### src/rtl/reg_demux_tmo.sv
// Register-bus demultiplexer: decodes a runtime base/mask map, forwards each request
// to one slave port, answers unmapped addresses itself and times out hung slaves.
module reg_demux_tmo #(
  parameter int          NumPorts      = 4,
  parameter int          AddrWidth     = 32,
  parameter int          DataWidth     = 32,
  parameter int          TimeoutCycles = 256,
  parameter logic [31:0] ErrData       = 32'hBADCAB1E,
  parameter int          SelW          = (NumPorts > 1) ? $clog2(NumPorts) : 1
) (
  input  logic                           clk_i,
  input  logic                           rst_i,
  input  logic                           in_valid_i,
  input  logic                           in_write_i,
  input  logic [AddrWidth-1:0]           in_addr_i,
  input  logic [DataWidth-1:0]           in_wdata_i,
  input  logic [DataWidth/8-1:0]         in_wstrb_i,
  output logic                           in_ready_o,
  output logic [DataWidth-1:0]           in_rdata_o,
  output logic                           in_error_o,
  input  logic [NumPorts*AddrWidth-1:0]  addr_base_i,
  input  logic [NumPorts*AddrWidth-1:0]  addr_mask_i,
  output logic [NumPorts-1:0]            out_valid_o,
  output logic                           out_write_o,
  output logic [AddrWidth-1:0]           out_addr_o,
  output logic [DataWidth-1:0]           out_wdata_o,
  output logic [DataWidth/8-1:0]         out_wstrb_o,
  input  logic [NumPorts-1:0]            out_ready_i,
  input  logic [NumPorts*DataWidth-1:0]  out_rdata_i,
  input  logic [NumPorts-1:0]            out_error_i,
  output logic                           tmo_o,
  output logic [SelW-1:0]                tmo_port_o,
  input  logic                           tmo_clr_i
);

  localparam int StrbW = DataWidth / 8;
  localparam int CntW  = (TimeoutCycles > 0) ? $clog2(TimeoutCycles + 1) : 1;
  localparam logic [CntW-1:0]      CntMax   = CntW'(TimeoutCycles);
  localparam logic [DataWidth-1:0] ErrDataW = DataWidth'(ErrData);

  localparam logic [1:0] S_IDLE = 2'd0;
  localparam logic [1:0] S_FWD  = 2'd1;
  localparam logic [1:0] S_ERR  = 2'd2;
  localparam logic [1:0] S_RESP = 2'd3;

  logic [1:0]           state_r;
  logic [SelW-1:0]      sel_r;
  logic [CntW-1:0]      cnt_r;
  logic                 hit_s;
  logic [SelW-1:0]      dec_sel_s;
  logic [NumPorts-1:0]  dec_onehot_s;
  logic                 port_ready_s;
  logic                 port_error_s;
  logic [DataWidth-1:0] port_rdata_s;
  logic [CntW-1:0]      cnt_inc_s;
  logic                 tmo_hit_s;

  // Address decode; scanning downwards leaves the lowest matching port selected.
  always_comb begin
    hit_s        = 1'b0;
    dec_sel_s    = {SelW{1'b0}};
    dec_onehot_s = {NumPorts{1'b0}};
    for (int p = NumPorts - 1; p >= 0; p--) begin
      if ((in_addr_i & addr_mask_i[p*AddrWidth +: AddrWidth]) ==
          (addr_base_i[p*AddrWidth +: AddrWidth] & addr_mask_i[p*AddrWidth +: AddrWidth])) begin
        hit_s           = 1'b1;
        dec_sel_s       = SelW'(p);
        dec_onehot_s    = {NumPorts{1'b0}};
        dec_onehot_s[p] = 1'b1;
      end else begin
        hit_s = hit_s;
      end
    end
  end

  // Response signals of the currently selected port.
  always_comb begin
    port_ready_s = 1'b0;
    port_error_s = 1'b0;
    port_rdata_s = {DataWidth{1'b0}};
    for (int p = 0; p < NumPorts; p++) begin
      if (sel_r == SelW'(p)) begin
        port_ready_s = out_ready_i[p];
        port_error_s = out_error_i[p];
        port_rdata_s = out_rdata_i[p*DataWidth +: DataWidth];
      end else begin
        port_ready_s = port_ready_s;
      end
    end
  end

  // Saturating watchdog increment; a same-cycle ready beats the timeout.
  always_comb begin
    if (cnt_r == CntMax) begin
      cnt_inc_s = cnt_r;
    end else begin
      cnt_inc_s = cnt_r + CntW'(1);
    end
    tmo_hit_s = (TimeoutCycles > 0) && !port_ready_s && (cnt_inc_s == CntMax);
  end

  // Transaction FSM with registered request fields and response.
  always_ff @(posedge clk_i) begin
    if (rst_i) begin
      state_r     <= S_IDLE;
      sel_r       <= {SelW{1'b0}};
      cnt_r       <= {CntW{1'b0}};
      in_ready_o  <= 1'b0;
      in_rdata_o  <= {DataWidth{1'b0}};
      in_error_o  <= 1'b0;
      out_valid_o <= {NumPorts{1'b0}};
      out_write_o <= 1'b0;
      out_addr_o  <= {AddrWidth{1'b0}};
      out_wdata_o <= {DataWidth{1'b0}};
      out_wstrb_o <= {StrbW{1'b0}};
    end else begin
      case (state_r)
        S_IDLE: begin
          in_ready_o <= 1'b0;
          if (in_valid_i) begin
            out_write_o <= in_write_i;
            out_addr_o  <= in_addr_i;
            out_wdata_o <= in_wdata_i;
            out_wstrb_o <= in_wstrb_i;
            sel_r       <= dec_sel_s;
            cnt_r       <= {CntW{1'b0}};
            if (hit_s) begin
              out_valid_o <= dec_onehot_s;
              state_r     <= S_FWD;
            end else begin
              state_r <= S_ERR;
            end
          end
        end
        S_FWD: begin
          if (port_ready_s) begin
            out_valid_o <= {NumPorts{1'b0}};
            in_rdata_o  <= port_rdata_s;
            in_error_o  <= port_error_s;
            in_ready_o  <= 1'b1;
            state_r     <= S_RESP;
          end else if (tmo_hit_s) begin
            out_valid_o <= {NumPorts{1'b0}};
            in_rdata_o  <= ErrDataW;
            in_error_o  <= 1'b1;
            in_ready_o  <= 1'b1;
            state_r     <= S_RESP;
          end else begin
            cnt_r <= cnt_inc_s;
          end
        end
        S_ERR: begin
          in_rdata_o <= ErrDataW;
          in_error_o <= 1'b1;
          in_ready_o <= 1'b1;
          state_r    <= S_RESP;
        end
        S_RESP: begin
          in_ready_o <= 1'b0;
          state_r    <= S_IDLE;
        end
        default: begin
          in_ready_o  <= 1'b0;
          out_valid_o <= {NumPorts{1'b0}};
          state_r     <= S_IDLE;
        end
      endcase
    end
  end

  // Sticky timeout status; clear beats a coincident timeout, first port is kept.
  always_ff @(posedge clk_i) begin
    if (rst_i) begin
      tmo_o      <= 1'b0;
      tmo_port_o <= {SelW{1'b0}};
    end else if (tmo_clr_i) begin
      tmo_o      <= 1'b0;
      tmo_port_o <= {SelW{1'b0}};
    end else if ((state_r == S_FWD) && tmo_hit_s && !tmo_o) begin
      tmo_o      <= 1'b1;
      tmo_port_o <= sel_r;
    end else begin
      tmo_o <= tmo_o;
    end
  end

endmodule

### config.mk
export PLATFORM = sky130hd
export DESIGN_NAME = reg_demux_tmo
export DESIGN_NICKNAME = d
export VERILOG_FILES = /design/src/rtl/reg_demux_tmo.sv
export SDC_FILE = /design/constraint.sdc
export NUM_CORES = 1
export LEC_CHECK = 0
export BUFFER_PORTS_ARGS = -buffer_cell sky130_fd_sc_hd__clkbuf_2
export CAP_MARGIN = 5
export CORE_AREA = 10 10 214 216
export CTS_BUF_LIST = sky130_fd_sc_hd__clkbuf_2 sky130_fd_sc_hd__clkbuf_4 sky130_fd_sc_hd__clkbuf_8
export DETAILED_ROUTE_END_ITERATION = 10
export DIE_AREA = 0 0 224 226
export PLACE_DENSITY_LB_ADDON = 0.08
export SLEW_MARGIN = 15
export SYNTH_ARGS = -nofsm -noshare
export SYNTH_HDL_FRONTEND = slang
export SYNTH_SLANG_ARGS = --single-unit
### constraint.sdc
create_clock -name clk_i -period 3.2 [get_ports clk_i]
set_clock_uncertainty 0.05 [all_clocks]
set_input_delay 0.16 -clock clk_i [delete_from_list [all_inputs] [get_ports clk_i]]
set_output_delay 0.16 -clock clk_i [all_outputs]
set_load 0.1 [all_outputs]
==> results.py <==
metrics = {
    "status": {
        "status": "completed",
    },
    "clock_tree": {
        "cts-root-buf": "clkbuf_8",
        "cts_buffers": 17,
        "clkLatencyLatePin_ps": 440,
        "clkTransAtPathRegs_ps": 80,
        "clockBufferDepth": 2,
        "post_cts_buffers": 0,
        "cts_max_level": 4,
        "cts_tree": "built",
        "cts.sinks": 123,
    },
    "global_route": {
        "grt_pass1_vias": 9511,
        "antenna_found_initial": 5,
        "overflow": 0,
        "grt_max_degree": 57,
        "grt_pass1_wl_um": 66940,
        "grt.total_usage": 0.1797,
    },
    "detailed_routing": {
        "vias": 8788,
        "post-route-drc-count": 0,
        "wirelength_um": 47140,
        "dr.pass1.iters": 4,
        "wl_per_cell_um": 23.47,
        "route.antenna.remaining_nets": 0,
        "drtIter0Drc": 430,
        "via_per_inst": 4.374,
    },
    "synth": {
        "yosys_warnings": 0,
        "syn_inst": 883,
        "synth_edf_count": 0,
        "synth_area_um2": 7530,
        "synth-main-ff-cell": "dfxtp_1",
        "ys_ff_latch": 123,
        "synth_cell_types": 46,
        "syn_nets": 1353,
        "seq_area_frac_synth": 0.3270,
        "avgSynthCellArea_um2": 8.527,
        "postSynth.asyncResetShare": 0,
    },
    "placed_design": {
        "port_buffers": 574,
        "post-dp-hpwl_um": 39970,
        "place.gp.congestion": 0.8746,
    },
    "worst_setup_path": {
        "worst-path-max-fanout": 5,
        "cp.arrival_ps": 3300,
        "required_ps": 3520,
        "crit_type": "primary input to register",
        "cp-start-kind": "primary input",
        "crit_path_end_kind": "register",
    },
    "power_and_ir_drop": {
        "max-vdd-ir-drop_mv": 0.3657,
        "power.density_nw_per_um2": 665.5,
        "p_leak_nw": 5.426,
    },
    "floorplanning": {
        "num_rows": 75,
        "initial_core_util": 0.1811,
        "ios": 575,
        "dieArea_um2": 50620,
        "core_area_um2": 41570,
        "die_x_um": 224,
        "die_h_um": 226,
    },
    "timing": {
        "fin_hold_ws_ps": 51.97,
        "fmax_ghz": 0.3354,
        "max_slew_margin": 0.3841,
        "hold_viol": 0,
        "tightest_slew_ps": 921.9,
        "setup_viol": 0,
        "slew_violations": 0,
        "layout_worst_path_cycle_share": 0.9318,
        "finalCriticalPeriod_ps": 2982,
        "rsz0062_at_grt": "false",
    },
    "job": {
        "max-cap-violations": 0,
    },
    "final_layout": {
        "multi_input_area_um2": 4696,
        "nFillCells": 4601,
        "final_nets": 1924,
        "seq_area_um2": 2464,
        "drive_above_1_share": 0.4656,
        "area_growth_pct": 56.17,
        "final_util": 0.2829,
    },
    "worst_hold_path": {
        "hold_path_class": "primary input to register",
    },
}
==> Yosys cell counts (all sizes together), types with 9 or more instances <==
master	number	area [um^2]
nand2	161	604.3
xor2	128	1121
dfxtp	123	2462
a21oi	92	460.4
clkbuf	75	281.5
a22oi	64	480.5
nor3	42	295.3
mux4	34	765.7
nor2	30	115.1
nand4	19	118.9
nand3	18	90.09
nand2b	13	81.33
buf	11	70.06
inv	9	33.78
==> final cells by class <==
| type | instances | share of cell area |
|---|---|---|
| Sequential cell | 123 | 0.2095 |
| Tap cell | 539 | 0.05735 |
| Clock buffer | 18 | 0.02107 |
| Clock inverter | 14 | 0.01234 |
| Multi-Input combinational cell | 665 | 0.3993 |
| Inverter | 9 | 0.002873 |
| Antenna cell | 3 | 0.0006384 |
| Timing Repair Buffer | 638 | 0.2969 |
==> final timing paths <==
path                       start              to  slack (ps)  depth (start not counted)
hold reg to reg   out_wdata_o[2]  out_wdata_o[2]         410                          2
hold / removal     in_addr_i[16]  out_addr_o[16]          50                          3
setup / recovery   in_addr_i[31]  out_valid_o[2]         220                          8
setup reg to reg        cnt_r[6]        cnt_r[2]         310                          7
==> flip-flops by register name (all words and copies together) (netlist names) <==
signal / cells
sel_r: 2
state_r: 2
tmo_port_o: 2
out_wdata_o: 32
out_valid_o: 4
in_error_o: 1
in_ready_o: 1
in_rdata_o: 32
cnt_r: 9
out_write_o: 1
tmo_o: 1
out_wstrb_o: 4
out_addr_o: 32
==> metrics by stage <==
| step | worst slack [ps] | instances | TNS [ps] | cell area, um^2 | power [mW] |
|---|---|---|---|---|---|
| 2_1_floorplan | 519.5 | 883 | 0 | 7530 | 5.270 |
| 3_3_place_gp | -338.9 | 1925 | -1567 | 10860 | 6.433 |
| 3_5_place_dp | -445.4 | 1925 | -2068 | 10860 | 6.429 |
| 4_1_cts | 58.27 | 2006 | 0 | 11750 | 7.997 |
| 5_1_grt | 107.2 | 2009 | 0 | 11760 | 8.294 |
| 6_report | 218.4 | 2009 | 0 | 11760 | 7.825 |
==> what timing repair did <==
action	in CTS	in global routing
setup endpoints to repair	0	4
hold endpoints to repair	51	0
hold buffers	49	0
resized for setup	0	1
==> critical path, cell delays in order <==
cell and delay, ps:
clkbuf_2 270, xor2_1 240, a22oi_1 650, nand4_1 330
nor4_1 850, o41ai_1 220, a21oi_2 350, mux2i_1 210
==> power breakdown <==
group / switching, mW / internal (mW) / total (mW)
combinational: 3.46 / 0.931 / 4.39
clock: 0.727 / 0.715 / 1.44
sequential: 0.161 / 1.83 / 1.99
==> kinds of logic after synthesis <==
logic type / synth area share
multiplexers: 0.1140
AO/OA/AOI/OAI: 0.1565
buffers and inverters: 0.05118
AND/OR/NAND/NOR: 0.1929
XOR/XNOR: 0.1501
adder cells (fa/ha/maj): 0.008308
flip-flops: 0.3270
==> cell usage in the layout, fill, tap and decap left out, types with 7 or more instances in the layout <==
master / count
a21oi_1: 91
a22oi_1: 64
a311oi_1: 8
buf_4: 15
clkbuf_2: 573
clkbuf_8: 18
dfxtp_1: 122
dlygate4sd3_1: 49
inv_1: 9
mux2i_1: 7
mux4_2: 34
nand2_1: 160
nand2b_1: 13
nand3_1: 18
nand4_1: 19
nor2_1: 29
nor3_1: 25
nor3_2: 17
xor2_1: 128
==> metal layers <==
metal	routed length (um)	GRT usage	vias up
li1	-	-	4253
met1	18700	0.1990	4102
met2	23330	0.3152	383
met3	3903	0.06265	46
met4	1190	0.05946	4
met5	22	0	-
(Power assumes the default switching activity.)
